$ cat config.mk
export PLATFORM = sky130hd
export DESIGN_NAME = bin_serializer
export DESIGN_NICKNAME = d
export VERILOG_FILES = /design/src/rtl/bin_serializer.sv
export SDC_FILE = /design/constraint.sdc
export NUM_CORES = 1
export LEC_CHECK = 0
export CAP_MARGIN = 20
export CELL_PAD_IN_SITES_DETAIL_PLACEMENT = 1
export CELL_PAD_IN_SITES_GLOBAL_PLACEMENT = 2
export CORE_MARGIN = 2
export CORE_UTILIZATION = 35
export DETAILED_ROUTE_END_ITERATION = 7
export GPL_TIMING_DRIVEN = 0
export PLACE_DENSITY = 0.83
export SETUP_SLACK_MARGIN = 0.2
export SYNTH_ARGS = -nofsm -noshare
export SYNTH_HDL_FRONTEND = slang
export SYNTH_SLANG_ARGS = --single-unit
$ cat constraint.sdc
create_clock -name clk -period 10.2 [get_ports clk]
set_input_delay 2.55 -clock clk [delete_from_list [all_inputs] [get_ports clk]]
set_output_delay 2.55 -clock clk [all_outputs]
set_load 0.02 [all_outputs]
$ cat src/rtl/bin_serializer.sv
// bin_serializer: replays a parallel frame of BINS words as a serial stream.
// Define BIN_SER_DBUF_EN for a ping-pong buffer accepting during SEND.
module bin_serializer #(
  parameter int N          = 16,
  parameter int BINS       = 4,
  parameter int GAP_CYCLES = 2,
  parameter int CNT_W      = 16
) (
  input  logic              clk,
  input  logic              reset,
  input  logic [BINS*N-1:0] in_data,
  input  logic              in_valid,
  output logic              in_ready,
  output logic [N-1:0]      out_data,
  output logic              out_valid,
  input  logic              out_ready,
  output logic              out_sof,
  output logic              out_eof,
  output logic [CNT_W-1:0]  frame_count
);

`ifdef BIN_SER_DBUF_EN
  localparam bit DBUF = 1'b1;
`else
  localparam bit DBUF = 1'b0;
`endif

  localparam int IW    = (BINS > 1) ? $clog2(BINS) : 1;
  localparam int GW    = (GAP_CYCLES > 1) ? $clog2(GAP_CYCLES) : 1;
  localparam int GLAST = (GAP_CYCLES > 0) ? GAP_CYCLES - 1 : 0;

  localparam logic [IW-1:0] LAST_BIN = IW'(BINS - 1);
  localparam logic [GW-1:0] LAST_GAP = GW'(GLAST);

  typedef enum logic [1:0] {
    S_IDLE,
    S_SEND,
    S_GAP
  } state_t;

  state_t                 state_q;
  logic [IW-1:0]          idx_q;
  logic [GW-1:0]          gcnt_q;
  logic [1:0][BINS*N-1:0] buf_q;
  logic [1:0]             full_q;
  logic [1:0]             full_d;
  logic                   wr_ptr_q;
  logic                   wr_ptr_d;
  logic                   rd_ptr_q;
  logic                   rd_ptr_d;
  logic                   in_ready_q;
  logic                   in_ready_d;
  logic [N-1:0]           out_data_q;
  logic                   out_valid_q;
  logic                   out_sof_q;
  logic                   out_eof_q;
  logic [CNT_W-1:0]       cnt_q;
  logic                   accept;
  logic                   last_hs;
  logic                   next_full;

  function automatic logic [N-1:0] bin_word(
    input logic [BINS*N-1:0] f,
    input logic [IW-1:0]     i
  );
    return f[int'(i)*N +: N];
  endfunction

  // Buffer occupancy: fill on accept, free on the last-sample handshake.
  always_comb begin
    accept   = in_valid && in_ready_q;
    last_hs  = (state_q == S_SEND) && out_valid_q
             && out_ready && (idx_q == LAST_BIN);
    full_d   = full_q;
    wr_ptr_d = wr_ptr_q;
    rd_ptr_d = rd_ptr_q;
    if (last_hs) begin
      full_d[rd_ptr_q] = 1'b0;
      if (DBUF) rd_ptr_d = ~rd_ptr_q;
    end
    if (accept) begin
      full_d[wr_ptr_q] = 1'b1;
      if (DBUF) wr_ptr_d = ~wr_ptr_q;
    end
    in_ready_d = DBUF ? !(&full_d) : !full_d[0];
    next_full  = full_q[~rd_ptr_q];
  end

  // Frame buffer control state and registered in_ready.
  always_ff @(posedge clk) begin
    if (reset) begin
      full_q     <= '0;
      wr_ptr_q   <= 1'b0;
      rd_ptr_q   <= 1'b0;
      in_ready_q <= 1'b1;
    end else begin
      full_q     <= full_d;
      wr_ptr_q   <= wr_ptr_d;
      rd_ptr_q   <= rd_ptr_d;
      in_ready_q <= in_ready_d;
    end
  end

  // Frame buffer data; contents are meaningless while marked empty.
  always_ff @(posedge clk) begin
    if (!reset && accept) buf_q[wr_ptr_q] <= in_data;
  end

  // Serializer FSM with registered sample outputs and frame counter.
  always_ff @(posedge clk) begin
    if (reset) begin
      state_q     <= S_IDLE;
      idx_q       <= '0;
      gcnt_q      <= '0;
      out_data_q  <= '0;
      out_valid_q <= 1'b0;
      out_sof_q   <= 1'b0;
      out_eof_q   <= 1'b0;
      cnt_q       <= '0;
    end else begin
      unique case (state_q)
        S_IDLE: begin
          if (full_q[rd_ptr_q]) begin
            state_q <= S_SEND;
            idx_q   <= '0;
          end
        end
        S_SEND: begin
          if (!out_valid_q) begin
            out_valid_q <= 1'b1;
            out_data_q  <= bin_word(buf_q[rd_ptr_q], idx_q);
            out_sof_q   <= (idx_q == '0);
            out_eof_q   <= (idx_q == LAST_BIN);
          end else if (out_ready) begin
            if (idx_q != LAST_BIN) begin
              idx_q      <= idx_q + 1'b1;
              out_data_q <= bin_word(buf_q[rd_ptr_q],
                                     idx_q + 1'b1);
              out_sof_q  <= 1'b0;
              out_eof_q  <= ((idx_q + 1'b1) == LAST_BIN);
            end else begin
              cnt_q  <= cnt_q + 1'b1;
              idx_q  <= '0;
              gcnt_q <= '0;
              if (DBUF && GAP_CYCLES == 0 && next_full) begin
                out_data_q <= bin_word(buf_q[~rd_ptr_q], '0);
                out_sof_q  <= 1'b1;
                out_eof_q  <= 1'b0;
              end else begin
                out_valid_q <= 1'b0;
                out_sof_q   <= 1'b0;
                out_eof_q   <= 1'b0;
                state_q     <= (GAP_CYCLES == 0) ? S_IDLE : S_GAP;
              end
            end
          end
        end
        S_GAP: begin
          if (gcnt_q == LAST_GAP) begin
            gcnt_q  <= '0;
            state_q <= (DBUF && full_q[rd_ptr_q]) ? S_SEND : S_IDLE;
          end else begin
            gcnt_q <= gcnt_q + 1'b1;
          end
        end
        default: state_q <= S_IDLE;
      endcase
    end
  end

  assign in_ready    = in_ready_q;
  assign out_data    = out_data_q;
  assign out_valid   = out_valid_q;
  assign out_sof     = out_sof_q;
  assign out_eof     = out_eof_q;
  assign frame_count = cnt_q;

endmodule

-- Word level (Yosys, flattened, before mapping)
Index checks and enable logic that the tools add are counted.
- word-level logic and storage cells: 75
- output and inout bits: 36
- register bits: 107
- input bits: 68
- muxes and demuxes: 29
- reductions and logical operators: 17
- add/subtract/negate cells: 3
- shift operators: 2
- eq/ne operators: 12
- bitwise operators: 1
- operators with widths (operator ; count):
    64-bit by 7-bit variable part select with 16-bit output ; 2
    16-bit two-way mux ; 3
    2-bit two-way mux ; 9
    16-bit by 1-bit adder with 16-bit output (second input constant) ; 1
    1-bit two-way mux ; 14
    2-bit != test (second input constant) ; 7
    4-bit AND reduction ; 3
    2-bit equality test (second input constant) ; 3
    2-bit case mux with 3 select lines ; 1
    1-bit logical AND ; 5
    5-bit AND reduction ; 1
    2-bit zero test ; 2
    2-bit case mux with 2 select lines ; 1
    2-bit nonzero test ; 2
    3-bit AND reduction ; 1
    2-bit by 1-bit adder with 2-bit output (second input constant) ; 1
    2-bit by 1-bit equality test with 1-bit output (second input constant) ; 1
    1-bit zero test ; 2
    2-bit by 1-bit != test with 1-bit output (second input constant) ; 1
    1-bit case mux with 2 select lines ; 1
    2-bit AND reduction ; 1
    1-bit adder (second input constant) ; 1
    1-bit NOT ; 1

-- Longest topological paths before layout
- depth in word-level cells: 7
- depth in mapped cells: 7
- mapped depth without buffers: 6

-- Worst setup path before layout
Ideal clock, no wire load.
- path type: input port to flip-flop
- from: in reset
- to: reg buf_q[0] in the netlist's numbering (enable)
- stages: 2
- buffers on the path: 1
- data arrival time: 5.463 ns
- setup slack: 4.248 ns
- data required time: 9.711 ns
- library setup time: 0.489 ns
- cell sequence: buf_2 -> nor2_1
- cells in the longest elaborated chain, start to end: 2
- ends and longest elaborated chain (what ; RTL line ; text):
    start, declared ; 10 ; input logic reset,
    1-bit zero test ; 106 ; if (!reset && accept) buf_q[wr_ptr_q] <= in_data;
    1-bit logical AND ; 106 ;
    end signal, assigned by index ; 106 ;
    end, declared ; 44 ; logic [1:0][BINS*N-1:0] buf_q;
Every way passes these cells.
A chain may end at the register's enable or synchronous reset.

-- Worst setup path after layout
- from: in out_ready
- to: reg out_data_q[1], in the netlist out_data[1]
- cells in the longest elaborated chain, start to end: 2
- ends and longest elaborated chain (what ; RTL line ; text):
    start, declared ; 16 ; input logic out_ready,
    2-bit != test (no source line) ; n/a ;
    3-bit AND reduction (no source line) ; n/a ;
    end signal, assigned ; 131 ; out_data_q <= bin_word(buf_q[rd_ptr_q], idx_q);
    end signal, assigned ; 137 ; out_data_q <= bin_word(buf_q[rd_ptr_q],
    end signal, assigned ; 146 ; out_data_q <= bin_word(buf_q[~rd_ptr_q], '0);
    end, declared ; 53 ; logic [N-1:0] out_data_q;
Every way passes these cells.

==> impl_metrics.py <==
metrics = {
    "routing": {
        "firstDrtPassIters": 4,
        "avgRoutedWirePerCell_um": 17.03,
        "drt-vias-per-instance": 5.000,
        "drt_wl_total_um": 9657,
        "vias": 2835,
        "ant_nets": 0,
        "drtIter0Drc": 104,
        "drc": 0,
    },
    "die": {
        "die_w_um": 112.6,
        "die_h_um": 112.6,
        "start_util_pct": 35.97,
        "rows": 39,
        "dieArea_mm2": 0.01267,
        "coreArea_mm2": 0.01147,
        "ios": 104,
    },
    "synth": {
        "synth_flop_cell": "edfxtp_1",
        "muxShareOfSynthArea_pct": 9.584,
        "yosys_register_bits": 106,
        "avgSynthCellArea_um2": 13.61,
        "ys_warn_count": 0,
        "ys_seq_area_share_pct": 66.97,
        "synth_xor_area_share_pct": 1.911,
        "synth_top_family_by_area": "multiplexers",
        "syn_area_mm2": 0.004125,
        "synth_compound_area_share_pct": 9.099,
        "synth_simple_gate_area_share_pct": 8.462,
        "syn-instance-count": 303,
        "async_flop_share_pct": 0,
        "synthDistinctLibCells": 38,
        "synth_fa_ha_area_share_pct": 1.213,
        "synth_edf_count": 64,
        "syn-num-nets": 375,
    },
    "global_routing": {
        "grt_pass1_vias": 3062,
        "grt_pass1_wl_um": 15740,
        "grt.overflow.total": 0,
        "grt_max_degree": 26,
        "grt_usage_pct": 16.17,
        "grt_antenna_before_repair": 0,
    },
    "timing": {
        "hold_viol": 0,
        "fmax_ghz": 0.2218,
        "slew_headroom_pct": 48.29,
        "finalCritPeriodShare_pct": 44.20,
        "maxSlewViolCount": 0,
        "worst_pin_slew_ns": 0.7722,
        "setup_viol": 0,
        "fin_crit_ns": 4.509,
        "setup_tns_ns": 0,
        "fin_worst_skew_ns": 0.01379,
        "rsz0062_at_grt": "false",
    },
    "clock_tree": {
        "cts_resized": 0,
        "numClockSinks": 106,
        "cts_buffer_depth": 2,
        "clk_pin_slew_worst_paths_ns": 0.08,
        "cts_setup_buffers": 0,
        "clock-root-buffer": "clkbuf_16",
        "ctsHoldBuffers": 0,
        "cts_tree": "yes",
        "cts_buffers": 9,
        "htree_levels": 3,
        "worstSkewPairLatency_ns": 0.35,
    },
    "layout": {
        "final_common_cell": "clkdlybuf4s50_1",
        "synthToLayoutAreaGrowth_pct": 38.61,
        "design_area_mm2": 0.005718,
        "final-seq-area_mm2": 0.002763,
        "final_util_pct": 49.86,
        "fin_cells": 567,
        "multi_input_area_mm2": 0.001256,
        "fillers": 1183,
        "layout.nets": 491,
        "n_antenna_cell": 0,
        "drive_gt1_share_pct": 7.783,
        "final_cell_mix": "clkdlybuf4s50_1, edfxtp_1, dfxtp_1",
    },
    "critical_path": {
        "critPathTopFamily": "buffers and inverters",
        "cp_max_fo": 10,
        "cp_cell_sequence": "clkdlybuf4s50_1 > nor2b_1 > o211ai_1 > clkbuf_1 > o22ai_1 > a21o_1",
        "cp.depth": 6,
        "critPathLaunch": "out_ready",
        "crit_slowest_cell": "o211ai_1",
        "critPathKind": "primary input to register",
        "crit_path_end_kind": "register",
        "r2r_slack_ns": 7.75,
        "worst-path-buf-inv": 2,
        "rr_worst_depth": 6,
        "timing.rr.start": "idx_q[0]$_SDFFE_PP0P_",
        "r2r_end": "out_data[1]$_SDFFE_PP0P_",
        "cp.arrival_ns": 4.77,
        "cp-start-kind": "primary input",
        "worst_path_largest_cell_delay_ns": 0.64,
        "cp.required_ns": 10.46,
    },
    "power_and_ir_drop": {
        "vdd_drop_max_v": 0.00009944,
        "leakage_nw": 2.243,
        "pwr_density_cell_mw_per_mm2": 170.1,
        "totalPowerFinal_mw": 0.9726,
    },
    "placement": {
        "port_buffers": 103,
        "place_inst": 551,
        "dp_hpwl_um": 6919,
        "placed_area_mm2": 0.005390,
        "routabilityCongestion": 0.7003,
    },
    "min_path": {
        "holdPathStages": 1,
        "holdPathEnd": "out_data[12]$_SDFFE_PP0P_",
        "hold_path.class": "register to register",
        "min_from": "out_data[12]$_SDFFE_PP0P_",
    },
    "run_status": {
        "status": "completed",
    },
    "flow_run": {
        "cap_violations": 0,
    },
}
## kinds of logic after synthesis
kind of cell | count (synthesis)
DFF | 106
and+or+nand+nor | 65
AOI/OAI and AO/OA | 56
muxes | 39
buffers and inverters | 24
xor gates and xnor gates | 9
adders and majority gates | 4
## cells in the mapped netlist, drive strengths merged (2+ instances only)
cell | number | area share, %
clkbuf | 8 | 0.73
inv | 9 | 0.82
a21o | 17 | 3.1
nand2 | 10 | 0.91
a21oi | 7 | 0.85
nor2 | 22 | 2.0
o22ai | 17 | 2.6
nand3 | 6 | 0.73
dfxtp | 42 | 20
nor3b | 2 | 0.36
o31ai | 4 | 0.73
buf | 7 | 1.2
mux2i | 35 | 8.5
or4 | 6 | 1.2
nor4 | 5 | 0.76
ha | 4 | 1.2
mux2 | 4 | 1.1
o21ai | 4 | 0.49
xnor2 | 8 | 1.7
edfxtp | 64 | 47
nor3 | 3 | 0.36
nand4 | 3 | 0.61
o211ai | 2 | 0.36
nor2b | 4 | 0.61
## power breakdown
| group | switching [mW] | internal (mW) | leakage [nW] |
|---|---|---|---|
| clock | 0.172 | 0.200 | 0.160 |
| combinational | 0.0564 | 0.0608 | 1.15 |
| sequential | 0.00823 | 0.476 | 0.934 |
## state kept, by name, indices dropped and copies added (netlist names)
| signal | cells |
|---|---|
| out_valid | 1 |
| full_q | 1 |
| buf_q | 64 |
| idx_q | 2 |
| frame_count | 16 |
| out_data | 16 |
| gcnt_q | 1 |
| state_q | 2 |
| in_ready | 1 |
| out_eof | 1 |
| out_sof | 1 |
## per-stage QoR
step,worst slack (ns),hold WS [ns]
after floorplan,4.248,0.4336
after detailed placement,5.318,0.4433
after CTS,5.641,0.4675
after global placement,2.784,0.4324
after global routing,5.522,0.4835
final,5.691,0.4624
## final cells by class
type | count | area share, %
plain buffers | 15 | 1.400
clock buffers | 9 | 3.939
clock inverters | 7 | 1.794
inverters | 9 | 0.5908
multi-input cells | 173 | 21.97
flip-flops and latches | 106 | 48.32
well taps | 143 | 3.129
repair buffers | 105 | 18.86
## worst max path at each step
stage	to	slack, ns
floorplan	buf_q[0]$_DFFE_PP_	4.25
global placement	buf_q[39]$_DFFE_PP_	2.78
detailed placement	out_data[2]$_SDFFE_PP0P_	5.32
CTS	out_data[1]$_SDFFE_PP0P_	5.64
global route	out_data[6]$_SDFFE_PP0P_	5.52
finish	out_data[1]$_SDFFE_PP0P_	5.69
## routing by layer
metal  part of all wire (%)  wire length (µm)  global-route usage [%]
met3                    7.6               733                   6.263
met1                     42              4059                   19.81
met2                     50              4795                   26.75
met5                      0                 0                       0
met4                   0.72                70                   4.390
Power figures use the tool's default switching activity.
